[src/rtl/mips_mem_pkg.sv]
// mips_mem_pkg: shared types and constants for the MIPS shared-memory arbiter.
//   state_t      - arbiter FSM states (IDLE, DATA, INSTR, RESP)
//   owner_t      - which core port owns the current memory transaction
//   TIMEOUT_DATA - read data returned to the owner when the watchdog fires
package mips_mem_pkg;

    typedef enum logic [1:0] {
        IDLE  = 2'd0,
        DATA  = 2'd1,
        INSTR = 2'd2,
        RESP  = 2'd3
    } state_t;

    typedef enum logic {
        OWN_I = 1'b0,
        OWN_D = 1'b1
    } owner_t;

    localparam logic [31:0] TIMEOUT_DATA = 32'hDEAD_BEEF;

endpackage

[src/rtl/mips_mem_arbiter_watchdog.sv]
// mips_mem_watchdog: wait-cycle counter for the arbiter's memory timeout.
// Built only when MIPS_MEM_TIMEOUT_EN is defined.
// Ports:
//   clk, reset - clock and synchronous active-high reset
//   run        - high while a memory request is outstanding
//   clear      - restart the count (asserted while the arbiter is idle)
//   expired    - high in the TIMEOUT_CYCLES-th consecutive waiting cycle
module mips_mem_watchdog #(
    parameter int TIMEOUT_CYCLES = 255
) (
    input  logic clk,
    input  logic reset,
    input  logic run,
    input  logic clear,
    output logic expired
);

    localparam int CNT_W = $clog2(TIMEOUT_CYCLES + 1);

    // Number of waiting cycles already completed before the current one.
    logic [CNT_W-1:0] count_reg;

    // The current waiting cycle is the last one allowed when the count of
    // completed cycles is one short of the limit.
    assign expired = run && (count_reg == CNT_W'(TIMEOUT_CYCLES - 1));

    always_ff @(posedge clk) begin
        if (reset || clear) begin
            count_reg <= '0;
        end else if (run && !expired) begin
            count_reg <= count_reg + 1'b1;
        end
    end

endmodule

[src/rtl/mips_mem_arbiter.sv]
// mips_mem_arbiter: merges the core's fetch port and data port onto one
// single-ported, variable-latency memory and produces the pipeline stall.
// Data requests have fixed priority over fetch.
// Ports:
//   clk, reset                      - clock, synchronous active-high reset
//   if_req/if_addr                  - fetch request, held until if_ready
//   if_rdata/if_ready               - fetched word and one-cycle done pulse
//   d_req/d_we/d_addr/d_wdata       - data request, held until d_ready
//   d_rdata/d_ready                 - load data and one-cycle done pulse
//   stall                           - combinational pipeline stall
//   mem_req/mem_we/mem_addr/mem_wdata - registered memory request
//   mem_ack/mem_rdata               - memory acknowledge with read data
//   err                             - sticky timeout flag
// Optional feature: define MIPS_MEM_TIMEOUT_EN to build the watchdog that
// abandons a memory access after TIMEOUT_CYCLES waiting cycles.
import mips_mem_pkg::*;

module mips_mem_arbiter #(
    parameter int ADDR_W         = 32,
    parameter int DATA_W         = 32,
    parameter int TIMEOUT_CYCLES = 255
) (
    input  logic              clk,
    input  logic              reset,
    input  logic              if_req,
    input  logic [ADDR_W-1:0] if_addr,
    output logic [DATA_W-1:0] if_rdata,
    output logic              if_ready,
    input  logic              d_req,
    input  logic              d_we,
    input  logic [ADDR_W-1:0] d_addr,
    input  logic [DATA_W-1:0] d_wdata,
    output logic [DATA_W-1:0] d_rdata,
    output logic              d_ready,
    output logic              stall,
    output logic              mem_req,
    output logic              mem_we,
    output logic [ADDR_W-1:0] mem_addr,
    output logic [DATA_W-1:0] mem_wdata,
    input  logic              mem_ack,
    input  logic [DATA_W-1:0] mem_rdata,
    output logic              err
);

    state_t            state_reg;
    owner_t            owner_reg;
    logic [DATA_W-1:0] if_rdata_reg;
    logic [DATA_W-1:0] d_rdata_reg;
    logic              mem_req_reg;
    logic              mem_we_reg;
    logic [ADDR_W-1:0] mem_addr_reg;
    logic [DATA_W-1:0] mem_wdata_reg;
    logic              timeout;

`ifdef MIPS_MEM_TIMEOUT_EN
    localparam logic [DATA_W-1:0] TIMEOUT_RDATA = DATA_W'(TIMEOUT_DATA);

    logic err_reg;
    logic wd_run;
    logic wd_clear;

    assign wd_run   = (state_reg == DATA) || (state_reg == INSTR);
    assign wd_clear = (state_reg == IDLE);

    mips_mem_watchdog #(
        .TIMEOUT_CYCLES(TIMEOUT_CYCLES)
    ) u_watchdog (
        .clk    (clk),
        .reset  (reset),
        .run    (wd_run),
        .clear  (wd_clear),
        .expired(timeout)
    );

    assign err = err_reg;
`else
    // Without the watchdog the arbiter waits for mem_ack indefinitely; the
    // limit parameter is kept so both builds share one interface.
    if (TIMEOUT_CYCLES < 1) begin : g_timeout_param_unused
    end

    assign timeout = 1'b0;
    assign err     = 1'b0;
`endif

    assign mem_req   = mem_req_reg;
    assign mem_we    = mem_we_reg;
    assign mem_addr  = mem_addr_reg;
    assign mem_wdata = mem_wdata_reg;
    assign if_rdata  = if_rdata_reg;
    assign d_rdata   = d_rdata_reg;

    // Ready is a pure decode of two flops, so it is glitch-free and lasts
    // exactly the single RESP cycle.
    assign if_ready = (state_reg == RESP) && (owner_reg == OWN_I);
    assign d_ready  = (state_reg == RESP) && (owner_reg == OWN_D);

    assign stall = (if_req & ~if_ready) | (d_req & ~d_ready);

    always_ff @(posedge clk) begin
        if (reset) begin
            state_reg     <= IDLE;
            owner_reg     <= OWN_I;
            if_rdata_reg  <= '0;
            d_rdata_reg   <= '0;
            mem_req_reg   <= 1'b0;
            mem_we_reg    <= 1'b0;
            mem_addr_reg  <= '0;
            mem_wdata_reg <= '0;
`ifdef MIPS_MEM_TIMEOUT_EN
            err_reg       <= 1'b0;
`endif
        end else begin
            case (state_reg)
                IDLE: begin
                    // Data wins: it belongs to the older instruction.
                    if (d_req) begin
                        mem_req_reg   <= 1'b1;
                        mem_we_reg    <= d_we;
                        mem_addr_reg  <= d_addr;
                        mem_wdata_reg <= d_wdata;
                        state_reg     <= DATA;
                    end else if (if_req) begin
                        mem_req_reg  <= 1'b1;
                        mem_we_reg   <= 1'b0;
                        mem_addr_reg <= if_addr;
                        state_reg    <= INSTR;
                    end
                end
                DATA, INSTR: begin
                    // An ack in the expiry cycle still completes normally.
                    if (mem_ack) begin
                        mem_req_reg <= 1'b0;
                        state_reg   <= RESP;
                        if (state_reg == DATA) begin
                            owner_reg   <= OWN_D;
                            d_rdata_reg <= mem_rdata;
                        end else begin
                            owner_reg    <= OWN_I;
                            if_rdata_reg <= mem_rdata;
                        end
                    end else if (timeout) begin
                        mem_req_reg <= 1'b0;
                        state_reg   <= RESP;
`ifdef MIPS_MEM_TIMEOUT_EN
                        err_reg     <= 1'b1;
                        if (state_reg == DATA) begin
                            owner_reg   <= OWN_D;
                            d_rdata_reg <= TIMEOUT_RDATA;
                        end else begin
                            owner_reg    <= OWN_I;
                            if_rdata_reg <= TIMEOUT_RDATA;
                        end
`endif
                    end
                end
                RESP: begin
                    state_reg <= IDLE;
                end
                default: begin
                    state_reg <= IDLE;
                end
            endcase
        end
    end

endmodule

[config.mk]
export PLATFORM = sky130hd
export DESIGN_NAME = mips_mem_arbiter
export DESIGN_NICKNAME = d
export VERILOG_FILES = /design/src/rtl/mips_mem_pkg.sv /design/src/rtl/mips_mem_arbiter_watchdog.sv /design/src/rtl/mips_mem_arbiter.sv
export SDC_FILE = /design/constraint.sdc
export NUM_CORES = 1
export LEC_CHECK = 0
export ABC_AREA = 1
export BUFFER_PORTS_ARGS = -buffer_cell sky130_fd_sc_hd__buf_2
export CAP_MARGIN = 20
export CORE_AREA = 10 10 119 121
export CTS_CLUSTER_SIZE = 8
export DETAILED_ROUTE_END_ITERATION = 12
export DIE_AREA = 0 0 129 131
export PLACE_DENSITY_LB_ADDON = 0.12
export SLEW_MARGIN = 0
export SYNTH_ARGS = -nofsm -noshare
export SYNTH_HDL_FRONTEND = slang
export SYNTH_SLANG_ARGS = --single-unit
[constraint.sdc]
create_clock -name clk -period 2.02 [get_ports clk]
set_clock_uncertainty 0.15 [all_clocks]
set_input_delay 0.101 -clock clk [delete_from_list [all_inputs] [get_ports clk]]
set_output_delay 0.101 -clock clk [all_outputs]
set_load 0.05 [all_outputs]
# Word level (Yosys, flattened, before mapping)

Cells that the tools add are included.

ROM bits: 0
Bits in writable memories: 0
Output and inout bits: 134
Register bits after elaboration: 133
Bits of input ports: 134
Memories: 0
Latch bits: 0
Logic and storage cells: 46

Eq/ne operators: 5
Divide/modulo/power cells: 0
Multiply operators: 0
$lt $le $gt $ge: 0
Reductions and logical operators: 13
Shifts and indexed selects: 0
Mux-type cells: 13
Add/subtract/negate cells: 0
Bitwise operators: 7

Operators by type and width:

| kind                                           | count |
|---|---|
| two-way mux 32 bit                             | 2 |
| AND reduction 3 bit                            | 3 |
| AND reduction 2 bit                            | 4 |
| two-way mux 1 bit                              | 6 |
| two-way mux 2 bit                              | 3 |
| case mux 2 bit (3 select lines)                | 1 |
| == test 2 bit (second input constant)          | 2 |
| inverter 1 bit                                 | 4 |
| nonzero test 2 bit                             | 2 |
| inequality test 3 bit (second input constant)  | 1 |
| AND 1 bit                                      | 2 |
| == test 2 x 1 -> 1 bit (second input constant) | 1 |
| logical AND 1 bit                              | 2 |
| zero test 2 bit                                | 1 |
| inequality test 2 bit (second input constant)  | 1 |
| case mux 1 bit (2 select lines)                | 1 |
| OR reduction 2 bit                             | 1 |
| OR 1 bit                                       | 1 |

# Longest topological paths before layout

Word-level depth: 5
Mapped depth: 8
Depth with buffers taken out: 7

# Worst setup path after synthesis

Ideal clock, no wire load.

Path type: reg2out
Start point: reg state_reg[0]
End point: out stall
Path slack: -0.031 ns
Buffers on the path: 0
Data required time: 1.769 ns
Data arrival time: 1.800 ns
Stages on the path, launching flop included: 5
Path through: dfxtp_1 -> ha_1 -> inv_1 -> nor2_1 -> o22ai_1

Word-level cells in the longest chain between the ends: 5
Elaborated cells on any way between the ends: 8
Classes of those cells: 1 x eq/ne; 5 x bitwise; 2 x reduce/logical

RTL lines:

| element                  | line                    | RTL |
|---|---|---|
| start: declaration       | mips_mem_arbiter.sv:45  | `state_t state_reg;` |
| start signal: assignment | mips_mem_arbiter.sv:102 | `state_reg <= IDLE;` |
| start signal: assignment | mips_mem_arbiter.sv:122 | `state_reg <= DATA;` |
| start signal: assignment | mips_mem_arbiter.sv:127 | `state_reg <= INSTR;` |
| == test 2 bit            | mips_mem_arbiter.sv:95  | `assign if_ready = (state_reg == RESP) && (owner_reg == OWN_I);` |
| logical AND 1 bit        | mips_mem_arbiter.sv:95  |  |
| named net if_ready       | mips_mem_arbiter.sv:28  | `output logic if_ready,` |
| inverter 1 bit           | mips_mem_arbiter.sv:98  | `assign stall = (if_req & ~if_ready) \| (d_req & ~d_ready);` |
| AND 1 bit                | mips_mem_arbiter.sv:98  |  |
| OR 1 bit                 | mips_mem_arbiter.sv:98  |  |
| end: declaration         | mips_mem_arbiter.sv:35  | `output logic stall,` |

The timed path passes the listed nets, and every way through them passes these cells.

# Final worst setup path

Start point: reg state_reg[1]
End point: reg mem_addr_reg[0], in the netlist mem_addr[0]

Word-level cells in the longest chain between the ends: 2

RTL lines:

| element                       | line                    | RTL |
|---|---|---|
| zero test 2 bit               | mips_mem_arbiter.sv:114 | `case (state_reg)` |
| AND reduction 2 bit (no line) | --                      |  |
| end signal: assignment        | mips_mem_arbiter.sv:120 | `mem_addr_reg <= d_addr;` |
| end signal: assignment        | mips_mem_arbiter.sv:126 | `mem_addr_reg <= if_addr;` |
| end: declaration              | mips_mem_arbiter.sv:51  | `logic [ADDR_W-1:0] mem_addr_reg;` |

No other way between the ends.
A chain may end at the register's enable or synchronous reset.

==> reports/metrics.yaml <==
setup_path:
  worstRegToRegCells: 6
  crit_arrival_ns: 1.94
  cp_cell_sequence: "inv_1 -> ha_1 -> buf_4 -> nand2_8 -> o21ai_0 -> nor2_1"
  critPathMaxFanout: 33
  crit_required_ns: 2.17
  crit_path_end_kind: "flop"
  criticalPathCategory: "reg2reg"
  cp_slowest_cell: "buf_4"
  slowest_delay_ns: 0.35
  crit_path_start_kind: "flop"
floorplan:
  core_um2: 11800
  ioPinCount: 268
  fp-row-count: 40
  die_area_um2: 16900
  die_h_um: 131
  start_util: 0.448
  chipWidth_um: 129
logic_synthesis:
  yosys-top-cells-count: "nor2_1 (231), dfxtp_1 (133), nand2_1 (110), o21ai_0 (97)"
  syn_nets: 855
  syn_area_per_cell_um2: 7.39
  synth_warnings: 0
  syn_inst: 716
  synth_flop_cell: "dfxtp_1"
  synth_area_um2: 5290
  synth_top_cell_by_area: "dfxtp_1"
  netlist_top_cells_area: "dfxtp_1 (50%), nor2_1 (16%), o21ai_0 (9.2%)"
  synth_most_common_cell: "nor2_1"
  synth-seq-cells: 133
  synthArstFlopShare: 0
  synth_edf_count: 0
  yosysUniqueCellTypes: 22
  ys_seq_area_frac: 0.503
  synth_top_area_share: 0.503
route:
  first_pass_iters: 5
  drt-initial-drc-count: 493
  post_drt_via_cell_ratio: 4.84
  drc: 0
  dr_wl_met2_um: 9390
  routedWlPerCell_um: 15.5
  wl_um: 19400
  routed.top_layer: "met4"
  wl_met1_um: 7430
  met3_length_um: 1870
  ant_nets: 0
  via_count: 6079
grt:
  grt_max_degree: 83
  grt_pass1_vias: 6002
  track_usage: 0.222
  grt-ovfl-total: 0
  grt_pass1_wl_um: 30000
  antenna_found_initial: 0
min_path:
  hold_path_depth: 5
  hold_path.class: "in2reg"
clocking:
  clock-sinks: 133
  cts_made_buffers: 17
  htreeDepth: 4
  path_clk_slew_ns: 0.06
  post_cts_resized: 0
  clk_latency_ns: 0.41
  cts_root_buf: "clkbuf_16"
  clock_path_buffers: 2
  cts_tree: "built"
run:
  cap_violations: 0
pwr:
  ir_worst_vdd_mv: 1.00
  power.leakage_nw: 4.35
  power_density_nw_per_um2: 1600
placement:
  gp_congestion: 0.806
  port_buffers: 266
  dp_cells: 1092
  hpwl_um: 12300
sta:
  grt_setup_unrepaired: "no"
  fin_setup_tns_ns: 0
  slew_violations: 0
  hold_viol: 0
  post-route-period-util: 0.887
  min_period_ns: 1.79
  fmax_mhz: 558
  finalSetupViolations: 0
status:
  outcome: "complete, no violations"
cells_and_area:
  syn2layout_area_growth_pct: 62.7
  nets: 1235
  final_layout_size_suffix_gt1_frac: 0.288
  fin_cells: 1256
  num_antenna_cells: 0
-- layout make-up --
type | instances | area (um^2)
clock inverter | 11 | 173
tap | 147 | 184
timing repair buffer | 411 | 2800
sequential | 133 | 2660
inverter | 14 | 60.1
fill | 937 | 3210
multi-input combinational | 519 | 2250
clock buffer | 21 | 470
-- cells in the final DEF, fill, tap and decap left out --
| cell type | count |
|---|---|
| dlygate4sd3_1 | 132 |
| clkinv_2 | 1 |
| nor2_1 | 230 |
| clkbuf_8 | 3 |
| o21ai_1 | 34 |
| nand2_8 | 2 |
| o21ai_0 | 97 |
| a21oi_1 | 34 |
| inv_2 | 2 |
| dfxtp_1 | 133 |
| clkbuf_16 | 17 |
| nand2_1 | 110 |
| clkbuf_1 | 1 |
| buf_2 | 266 |
| inv_8 | 1 |
| nor2_2 | 1 |
| clkinvlp_4 | 4 |
| ha_1 | 5 |
| nand2_2 | 1 |
| bufinv_16 | 4 |
| nand2_4 | 1 |
| inv_1 | 11 |
| buf_12 | 4 |
| o22ai_1 | 1 |
| buf_4 | 9 |
| inv_6 | 1 |
| nor2_4 | 1 |
| nand3_1 | 1 |
| conb_1 | 1 |
| clkinv_4 | 1 |
-- what timing repair did --
item	CTS	global route
buffers inserted	0	0
hold buffers	132	0
endpoints found under the hold margin	131	0
-- metal layers --
layer  vias to the layer above  global-route usage
met1                      2704               0.237
li1                       3047                   -
met4                         0               0.118
met5                         -                   0
met3                        53              0.0874
met2                       275               0.375
-- stage by stage --
step / power (W) / utilization / area [um^2] / worst slack (ns) / hold WS [ns]
after global routing: 0.0145 / 0.728 / 8600 / 0.0733 / 0.238
after detailed placement: 0.0102 / 0.562 / 6640 / 0.233 / 0.150
after CTS: 0.0138 / 0.728 / 8600 / 0.238 / 0.217
after global placement: 0.0102 / 0.562 / 6640 / 0.302 / 0.163
after floorplan: 0.00878 / - / 5290 / 0.139 / 0.0201
final: 0.0137 / 0.728 / 8600 / 0.228 / 0.222
-- critical path, delay by kind of cell, from the launching register on --
kind	cells	cell delay, ns
compound gates	1	0.21
buf+inv	2	0.48
flops	1	0.31
simple gates	2	0.25
fa+ha+maj	1	0.27
-- cell families (layout without fill, tap and decap cells) --
group,after synthesis,in the layout,synth area share
other cells,1,1,0.000709
buf+inv,64,457,0.0707
fa+ha+maj,5,5,0.0118
flops,133,133,0.503
compound gates,166,166,0.157
simple gates,347,347,0.256
-- path summary, 6_finish.rpt --
kind                                    from           to  slack, ns
worst max-delay path            state_reg[1]  mem_addr[0]       0.23
worst max register to register  state_reg[1]  mem_addr[0]       0.23
worst min-delay path                   d_req       mem_we       0.22
worst min register to register       mem_req      mem_req       0.30
-- report_power, final --
group / switching [W] / leakage [nW] / total (W) / internal (W)
Clock: 0.00115 / 0.302 / 0.00332 / 0.00217
Combinational: 0.00489 / 2.95 / 0.00658 / 0.00169
Sequential: 0.000384 / 1.10 / 0.00383 / 0.00345
Total: 0.00643 / 4.35 / 0.0137 / 0.00730
No activity file was read; power rests on OpenSTA's default activity.
